===== src/rtl/alu_arbiter.sv =====
// rtl/alu_arbiter.sv - round-robin sharing of one ALU between two valid/ready requesters
module alu_arbiter #(
  parameter int WIDTH = 32
) (
  input  logic             clk,
  input  logic             reset_n,
  input  logic [1:0]       reqValid,
  output logic [1:0]       reqReady,
  input  logic [WIDTH-1:0] reqA0,
  input  logic [WIDTH-1:0] reqB0,
  input  logic [WIDTH-1:0] reqA1,
  input  logic [WIDTH-1:0] reqB1,
  input  logic [3:0]       reqOp0,
  input  logic [3:0]       reqOp1,
  output logic [1:0]       rspValid,
  input  logic [1:0]       rspReady,
  output logic [WIDTH-1:0] rspData0,
  output logic [WIDTH-1:0] rspData1,
  output logic             rspZero0,
  output logic             rspZero1,
  output logic [WIDTH-1:0] aluA,
  output logic [WIDTH-1:0] aluB,
  output logic [3:0]       aluOpCode,
  input  logic [WIDTH-1:0] aluOut,
  input  logic             aluZero
);

  logic [1:0] eligible;
  logic [1:0] grant;
  logic       lastGrant;

  // A requester may issue when its response slot is empty or being drained this cycle;
  // ties go to the requester that was not granted most recently. No grant while in reset.
  always_comb begin
    eligible = reqValid & (~rspValid | rspReady);
    grant    = 2'b00;
    if (reset_n) begin
      if (eligible == 2'b11) begin
        grant = lastGrant ? 2'b01 : 2'b10;
      end else begin
        grant = eligible;
      end
    end
  end

  assign reqReady = grant;

  // Steer the granted requester onto the shared ALU; idle the ALU inputs otherwise.
  always_comb begin
    aluA      = '0;
    aluB      = '0;
    aluOpCode = 4'b0000;
    if (grant[0]) begin
      aluA      = reqA0;
      aluB      = reqB0;
      aluOpCode = reqOp0;
    end else if (grant[1]) begin
      aluA      = reqA1;
      aluB      = reqB1;
      aluOpCode = reqOp1;
    end
  end

  // Capture the ALU result into the granted slot; a new grant takes priority over a drain.
  always_ff @(posedge clk or negedge reset_n) begin
    if (!reset_n) begin
      rspValid  <= 2'b00;
      rspData0  <= '0;
      rspData1  <= '0;
      rspZero0  <= 1'b0;
      rspZero1  <= 1'b0;
      lastGrant <= 1'b1;
    end else begin
      if (grant[0]) begin
        rspData0    <= aluOut;
        rspZero0    <= aluZero;
        rspValid[0] <= 1'b1;
        lastGrant   <= 1'b0;
      end else if (rspValid[0] && rspReady[0]) begin
        rspValid[0] <= 1'b0;
      end
      if (grant[1]) begin
        rspData1    <= aluOut;
        rspZero1    <= aluZero;
        rspValid[1] <= 1'b1;
        lastGrant   <= 1'b1;
      end else if (rspValid[1] && rspReady[1]) begin
        rspValid[1] <= 1'b0;
      end
    end
  end

endmodule


===== config.mk =====
export PLATFORM = sky130hd
export DESIGN_NAME = alu_arbiter
export DESIGN_NICKNAME = d
export VERILOG_FILES = /design/src/rtl/alu_arbiter.sv
export SDC_FILE = /design/constraint.sdc
export NUM_CORES = 1
export LEC_CHECK = 0
export CORE_AREA = 2 2 120 122
export DETAILED_ROUTE_END_ITERATION = 16
export DIE_AREA = 0 0 122 124
export GPL_TIMING_DRIVEN = 0
export PLACE_DENSITY = 0.71
export REMOVE_ABC_BUFFERS = 1
export SYNTH_ARGS = -nofsm -noshare
export SYNTH_HDL_FRONTEND = slang
export SYNTH_SLANG_ARGS = --single-unit

===== constraint.sdc =====
create_clock -name clk -period 1.6 [get_ports clk]
set_input_delay 0.16 -clock clk [delete_from_list [all_inputs] [get_ports clk]]
set_output_delay 0.16 -clock clk [all_outputs]
set_load 0.01 [all_outputs]

======== Word level (Yosys, flattened, before mapping) ========
Cells that the tools add are included.
operators by class
  equal/unequal tests ..................... 1
  mux-type cells .......................... 15
  bitwise gates (word level) .............. 3
  reduce and logical (&&, ||, !) cells .... 5
operators by type and width
  kind                                  count
  2-to-1 mux 32 bit                     4
  2-to-1 mux 4 bit                      2
  2-to-1 mux 1 bit                      6
  2-to-1 mux 2 bit                      3
  nonzero test 2 bit                    3
  AND 2 bit                             1
  == test 2 bit, second input constant  1
  logical AND 1 bit                     2
  NOT 2 bit                             1
  bitwise OR 2 bit                      1
word-level totals
  register bits ........................... 69
  bits of input ports ..................... 175
  output and inout port bits .............. 138
  word-level logic and storage cells ...... 31

======== Logic depth before layout (Yosys ltp) ========
Gate-level depths: netlist of the first run.
  depth after elaboration ................. 8
  depth in mapped cells ................... 6
  gate-level depth less buffers ........... 3

======== Worst setup path after synthesis of the first run ========
Ideal clock, no wire load.
  path type ............................... reg2out
  start point ............................. register rspValid[0]
  end point ............................... output aluA[10]
  arrival ................................. 1.565 ns
  required time ........................... 1.440 ns
  setup slack ............................. -0.125 ns
  stages on the path, launching flop included .. 7
  buffers on the path ..................... 3
  cells stage by stage .................... dfrtp_1 nor2b_1 buf_2 a211o_1 clkbuf_1 buf_2 o22ai_1
on the way
  word-level cells in the longest chain between the ends .. 8
ends and longest elaborated chain
  item                      line  text
  start: declaration        15    output logic [1:0] rspValid,
  start signal: assignment  67    rspValid <= 2'b00;
  start signal: assignment  77    rspValid[0] <= 1'b1;
  start signal: assignment  80    rspValid[0] <= 1'b0;
  NOT 2 bit *               35    eligible = reqValid & (~rspValid | rspReady);
  bitwise OR 2 bit *        35
  AND 2 bit *               35
  == test 2 bit             38    if (eligible == 2'b11) begin
  2-to-1 mux 2 bit *        38
  2-to-1 mux 2 bit *        37    if (reset_n) begin
  2-to-1 mux 32 bit         57    end else if (grant[1]) begin
  2-to-1 mux 32 bit *       53    if (grant[0]) begin
  end: declaration          21    output logic [WIDTH-1:0] aluA,
Mark *: on every way between the ends. The rest lies on a longest branch, timed or not.

======== Worst setup path in the final report of the first run ========
  start point ............................. register lastGrant
  end point ............................... output aluA[17]
on the way
  word-level cells in the longest chain between the ends .. 5
ends and longest elaborated chain
  item                      line  text
  start: declaration        30    logic lastGrant;
  start signal: assignment  72    lastGrant <= 1'b1;
  start signal: assignment  78    lastGrant <= 1'b0;
  start signal: assignment  86    lastGrant <= 1'b1;
  2-to-1 mux 2 bit *        39    grant = lastGrant ? 2'b01 : 2'b10;
  2-to-1 mux 2 bit *        38
  2-to-1 mux 2 bit *        37
  2-to-1 mux 32 bit         57
  2-to-1 mux 32 bit *       53
Marks and branches as above.

==> results of run 1 <==
[flip-flops by register name, indices dropped and copies added, names as in the netlist]
name / cells
rspZero0: 1
rspValid: 2
rspZero1: 1
rspData0: 32
lastGrant: 1
rspData1: 32
[what timing repair did]
item | 4_1_cts | 5_1_grt
setup buffers | 29 | 9
setup endpoints to repair | 137 | 136
cloned | 8 | 2
pin swaps | 20 | 5
endpoints found under the hold margin | 48 | 48
gates resized for setup | 416 | 39
[cell type report]
type | instances | area share, %
flip-flops and latches | 69 | 21.28
clock inverters | 4 | 0.3082
repair buffers | 364 | 44.37
inverters | 2 | 0.09246
well taps | 180 | 2.774
diodes | 1 | 0.03082
multi-input cells | 286 | 28.16
clock buffers | 11 | 2.990
[power breakdown]
part	switching [mW]	internal (mW)
Sequential	0.297	2.24
Clock	0.717	1.08
Combinational	1.50	2.47
[through the flow]
step,worst slack (ns),cell area [um^2]
2_1_floorplan,-2.042,3520
3_3_place_gp,-7.334,6868
3_5_place_dp,-1.474,7034
4_1_cts,-0.4597,7929
5_1_grt,-0.5094,8117
6_report,-0.4473,8119
[path summary, 6_finish.rpt]
check,from,to,slack (ns),cells after the start
hold / removal,reset_n,rspData0[26]$_DFFE_PN0P_,-0.28,1
max in group asynchronous,reset_n,lastGrant$_DFFE_PN1P_,1.07,2
hold reg to reg,rspData1[17]$_DFFE_PN0N_,rspData1[17]$_DFFE_PN0N_,0.51,1
min in group clk,aluOut[21],rspData1[21]$_DFFE_PN0N_,0.48,2
setup / recovery,lastGrant$_DFFE_PN1P_,aluA[17],-0.45,8
setup reg to reg,rspValid[0]$_DFFE_PN0P_,rspData0[15]$_DFFE_PN0P_,-0.35,8
[layout by cell type (no fill, tap or decap), drive strengths merged]
cell / instances
a211o: 2
a211oi: 1
and2: 1
buf: 119
bufbuf: 2
clkbuf: 14
clkdlybuf4s50: 240
clkinv: 2
clkinvlp: 2
dfrtp: 68
dfstp: 1
diode: 1
inv: 2
mux2: 66
nand2: 140
nand2b: 1
nor2b: 2
o211ai: 2
o21ai: 2
o22ai: 68
or2: 1
[routing by layer]
layer | global-route usage, % | vias up | share of wire (%)
met3 | 6.364 | 35 | 8.6
met2 | 38.06 | 240 | 51
li1 | - | 2051 | -
met1 | 25.01 | 2153 | 38
met4 | 8.405 | 0 | 2.8
met5 | 0 | - | 0
[synthesized netlist by cell type, drive strengths merged]
cell type,number
and2,1
nand2b,1
dfstp,1
a211o,1
clkbuf,22
o211ai,2
or2,1
o21ai,2
mux2,66
inv,2
nor2b,2
dfrtp,68
a211oi,1
nand2,140
buf,15
o22ai,68
[logic make-up after synthesis]
family,after synthesis,share of synthesized area (%)
AO/OA/AOI/OAI,74,13.08
buffers and inverters,39,5.137
flip-flops,69,46.67
multiplexers,66,20.07
AND/OR/NAND/NOR,145,15.04
==> results by group, run 1 <==
Finish
  • Final Util: 59.18%
  • Area grow syn2layout: 119.3%
  • Number of nets in the layout: between 900 and 1000
  • Layout cell share with drive strength beyond 1: 33.29%
  • Reg area: 1728 um^2
  • Footprint of the multi-input gates: 2286 um^2
  • Filler cells: 1120
  • Post-Layout Cell Count: about 920

Pwr
  • Lkg Pwr: 3.688 nW
  • Total power: 8.301 mW
  • P per Cell Area: about 1000 nW/um^2
  • Worst VDD drop: 0.8928 mV

Timing
  • Fin crit share: 128.0%
  • Slew margin rel.: 75.96%
  • Worst hold margin: -0.2840 ns
  • Final Skew: 0.006259 ns
  • Unrepaired setup endpoints after global routing: yes
  • Final worst slack: -0.4473 ns
  • Count of final hold-check violations: 48
  • Total negative setup slack: -43.41 ns
  • Post-layout minimum cycle time: 2.047 ns
  • Worst-Margin Slew: 0.3606 ns
  • Setup-failing EPs final: about 140
  • Final Slew Violations: 0
  • Fmax: between 0.4 and 0.5 GHz

Route
  • Number of DRC markers in iteration 0: about 260
  • Number of remaining DRC errors: 0
  • Vias/cell: between 4 and 5
  • Routed WL: between 15 and 20 mm
  • Routed vias: 4479
  • Pre-antenna DRT Iters: 4
  • WL per Instance: 19.81 um
  • Detail Route Antenna Nets: 0

Yosys
  • Post-synth top area cell: dfrtp_1
  • Register area share after synthesis: 46.67%
  • Netlist cell types: 22
  • Post-synthesis cell count: 393
  • Register bit total from synthesis: 69
  • YS warnings: 0
  • Post-Syn Area: 3702 um^2
  • Ranking of synthesized cells by area: dfrtp_1 46%, mux2_2 19%, nand2_1 14%, o22ai_1 11%, clkbuf_1 2.1%
  • Syn avg cell area: 9.421 um^2
  • Area share of the largest cell type after synthesis: 45.96%

CTS
  • Bufs on Longest Clock Path: 2
  • Clock slew at reported path FFs: roughly 0.06 ns
  • CTS sink count: 69
  • Worst skew pair latency: roughly 0.33 ns
  • CTS Buf Count: 9
  • CTS tree: built
  • H-tree Lvls: 3
  • CTS Root Cell: clkbuf_16

Global routing
  • GR Util All Layers: 21.72%
  • Initial antenna violation count: 1
  • First-pass GRT wire length: 25.07 mm
  • Total gr overflow: 0
  • Pin count of the biggest net entering global routing: 72
  • Vias in the first global route: about 4600

Floorplan
  • Die Width: approximately 120 um
  • Total die area: 15130 um^2
  • Row cnt: 43
  • Core region area: between 10000 and 15000 um^2
  • Die height: 124 um
  • Starting density of the core: 26.99%
  • I/O pin total: approximately 310

Job
  • Max-Cap Viols: 0

Run status
  • Failing checks: negative hold slack, negative setup slack
  • Outcome: complete, but fails checks

Placed design
  • HPWL after DPL: 11.73 mm
  • RD Place Congestion: approximately 0.8
  • I/O Buffers: about 310
  • Inst Count DP: 859

Critical path
  • Worst path most repeated cell: buf_6
  • Crit-path leading delay family: buffers and inverters
  • Max stage delay cell, worst path: dfstp_2
  • Critical Path RT: 1.44 ns
  • Crit end category: output port
  • Worst Path Arrival: 1.89 ns
  • Setup crit start kind: flop
  • Crit-path cells: nand2_2 > o211ai_1 > buf_4 > buf_6 > buf_8 > buf_6 > o22ai_2 > buf_2
  • Critical Path Fanout Max: 8
  • Critical path's largest stage delay: 0.56 ns
  • Crit path kind: flop to output port
  • Critical path buffers and inverters: 5

Min path
  • Hold Crit Class: input pin to async pin
(Power assumes the default switching activity.)
==> run 2: changes to the inputs <==
- CTS_BUF_LIST: unset -> sky130_fd_sc_hd__clkbuf_16
==> run 2 against run 1 <==
Against the previous run: the run still ends with negative hold slack, negative setup slack left; register-to-register slack improved by 0.02 ns; cell area increased by 0.18%; count of clock-buffer cells in the layout decreased by 2; non-clock buffer count increased by 1; clock skew decreased by 0.0011 ns; setup slack got worse by 0.0042 ns; maximum frequency decreased by 0.21%; core utilization increased by 0.11 points; critical path type unchanged; highest routed layer unchanged; via count decreased by 0.60%; combinational power about the same.
==> results by group, run 2 (synthesis results as in run 1) <==
Global routing
  • GR Util All Layers: 21.89% (+0.17 points)
  • First-pass GRT wire length: 25.16 mm (+0.33%)
  • Initial antenna violation count: 1 (unchanged)
  • Total gr overflow: 0 (unchanged)
  • Vias in the first global route: 4555 (-0.22%)
  • Pin count of the biggest net entering global routing: 72 (unchanged)

Pwr
  • Flop pwr share: 30.7% (about the same)
  • Switching pwr: 2.493 mW (-0.64%)
  • P per Cell Area: 1013 nW/um^2 (-0.92%)
  • Combinational share of power: 48.2% (+0.4 points)
  • Worst VDD drop: 0.8571 mV (-4.0%)
  • Clk network pwr share: 21.0% (-0.6 points)
  • Cell Int Power: 5.746 mW (-0.78%)
  • Lkg Pwr: 3.697 nW (+0.24%)
  • Switching Share: 30.26% (about the same)

CTS
  • CTS tree: built
  • CTS Buf Count: 9 (unchanged)
  • Bufs on Longest Clock Path: 2 (unchanged)
  • Clock slew at reported path FFs: 0.05 ns (about the same)
  • Worst skew pair latency: 0.32 ns (about the same)
  • H-tree Lvls: 3 (unchanged)
  • CTS sink count: 69 (unchanged)
  • CTS Root Cell: clkbuf_16

Finish
  • Fin area: 8134 um^2 (+0.18%)
  • Area grow syn2layout: 119.7%
  • Layout cell share with drive strength beyond 1: 33.11% (-0.18 points)
  • Top Registers: rspData0 (32), rspData1 (32), rspValid (2)
  • Number of nets in the layout: 908 (+0.11%)
  • Most frequent cells in the layout: 240 x clkdlybuf4s50_1, 139 x nand2_1, 68 x dfrtp_1, 66 x mux2_4, 65 x buf_2
  • Filler cells: 1111 (-0.80%)
  • Commonest non-fill, non-tap cell in the layout: clkdlybuf4s50_1

Route
  • Number of DRC markers in iteration 0: 206 (-21%)
  • Pre-antenna DRT Iters: 6 (+2)
  • Vias/cell: 4.850 (-0.71%)
  • WL per Instance: 19.56 um (-1.2%)
  • Number of remaining DRC errors: 0 (unchanged)
  • Routed WL: 17.96 mm (-1.1%)
  • Detail Route Antenna Nets: 0 (unchanged)
  • Routed vias: 4452 (-0.60%)

Placed design
  • Worst slack, placed: -1.474 ns (unchanged)
  • RD Place Congestion: 0.8128 (unchanged)
  • I/O Buffers: 312 (unchanged)
  • HPWL after DPL: 11.73 mm (unchanged)
  • Cell Area, Placed: 7034 um^2 (unchanged)

Run status
  • Outcome: complete, but fails checks
  • Failing checks: negative hold slack, negative setup slack

Timing
  • Final Slew Violations: 0 (unchanged)
  • Fmax: 0.4875 GHz (-0.21%)
  • Unrepaired setup endpoints after global routing: yes
  • Slew margin rel.: 76.29% (+0.33 points)
  • Total negative setup slack: -44.59 ns (-1.183 ns)
  • Final worst slack: -0.4515 ns (-0.004222 ns)
  • Setup-failing EPs final: 136 (unchanged)
  • Final Skew: 0.005109 ns (-0.001149 ns)
  • Post-layout minimum cycle time: 2.051 ns (+0.004222 ns)
  • Worst-Margin Slew: 0.3556 ns (-0.004932 ns)
  • Worst hold margin: -0.2822 ns (+0.001742 ns)
  • Count of final hold-check violations: 48 (unchanged)
  • Fin crit share: 128.2% (+0.26 points)

Critical path
  • Critical path buffers and inverters: 2 (-3)
  • Critical Path RT: 1.44 ns (about the same)
  • Crit-path leading delay family: flip-flops
  • Critical Path Fanout Max: 42 (+34)
  • Worst Path Arrival: 1.89 ns (about the same)
  • Crit-path cells: nor2b_2 > a211o_4 > buf_12 > o22ai_1 > buf_2
  • Setup crit start kind: flop
  • Max stage delay cell, worst path: dfstp_2
  • Critical path's largest stage delay: 0.57 ns (about the same)
  • Crit end category: output port
  • Crit path kind: flop to output port

Floorplan
  • Die height: 124 um (unchanged)
  • Starting density of the core: 26.99% (unchanged)
  • Core region area: 13720 um^2 (unchanged)
  • Row cnt: 43 (unchanged)
  • I/O pin total: 313 (unchanged)
  • Total die area: 15130 um^2 (unchanged)
  • Die Width: 122 um (unchanged)

Min path
  • Hold Crit Class: input pin to async pin

Job
  • Max-Cap Viols: 0 (unchanged)
[run 2: cell count changes in the layout (fill, tap and decap cells not counted), sizes merged]
cell	change
buf	+3
clkinv	+1
inv	+1
clkbuf	-4
[run 2: power by group through the flow]
stage | registers, mW | logic, mW | clock network (mW)
2_1_floorplan | 2.73 | 0.902 | 0
3_3_place_gp | 2.48 | 3.20 | 0
3_5_place_dp | 2.52 | 3.26 | 0
4_1_cts | 2.51 | 3.79 | 1.77
5_1_grt | 2.60 | 4.19 | 1.86
6_report | 2.53 | 3.97 | 1.73
[run 2: final timing paths]
check / slack [ns] / depth (start not counted) / to / startpoint
max: -0.45 / 5 / aluOpCode[1] / lastGrant$_DFFE_PN1P_
min: -0.28 / 1 / rspData0[26]$_DFFE_PN0P_ / reset_n
max reg2reg: -0.33 / 8 / rspData0[11]$_DFFE_PN0P_ / rspValid[0]$_DFFE_PN0P_
min reg2reg: 0.51 / 1 / rspData1[29]$_DFFE_PN0N_ / rspData1[29]$_DFFE_PN0N_
max in group asynchronous: 1.07 / 2 / lastGrant$_DFFE_PN1P_ / reset_n
min in group clk: 0.48 / 2 / rspData1[21]$_DFFE_PN0N_ / aluOut[21]
[run 2: what timing repair did]
action,in CTS,in global routing
gates cloned,10,0
pin swaps,20,5
endpoints found under the setup margin,137,136
resized for setup,397,62
setup buffers,30,9
endpoints found under the hold margin,48,48
[run 2: final cells by class]
cell class | instances | area (um^2) | area share [%]
Timing Repair Buffer | 365 | 3630 | 44.62
Clock buffer | 9 | 225.2 | 2.769
Multi-Input combinational cell | 286 | 2283 | 28.07
Clock inverter | 6 | 32.53 | 0.3999
Antenna cell | 1 | 2.502 | 0.03076
Sequential cell | 69 | 1728 | 21.24
Tap cell | 180 | 225.2 | 2.769
Inverter | 2 | 7.507 | 0.09229
[run 2: per-layer routing]
layer | wire [um] | GRT usage, % | part of all wire (%) | vias up
met5 | 0 | 0 | 0 | -
li1 | - | - | - | 2056
met3 | 1551 | 6.639 | 8.6 | 33
met2 | 9061 | 38.97 | 50 | 235
met4 | 516 | 7.902 | 2.9 | 0
met1 | 6831 | 24.79 | 38 | 2128
[run 2: worst reg2reg max path: stages, from the launching register on]
cell and delay (ns):
dfrtp_1 0.39, nor2b_4 0.14, buf_6 0.12, buf_6 0.12, a211oi_4 0.30, clkbuf_16 0.22, buf_6 0.10, buf_12 0.13
mux2_4 0.31
[run 2: through the flow]
stage	instances	power (mW)	util (%)	hold slack, ns
3_5_place_dp	859	5.774	51.27	0.1660
2_1_floorplan	356	3.628	-	-0.1356
4_1_cts	914	8.075	57.69	-0.2774
6_report	918	8.240	59.29	-0.2822
3_3_place_gp	848	5.682	50.06	0.4705
5_1_grt	917	8.640	59.27	-0.2693
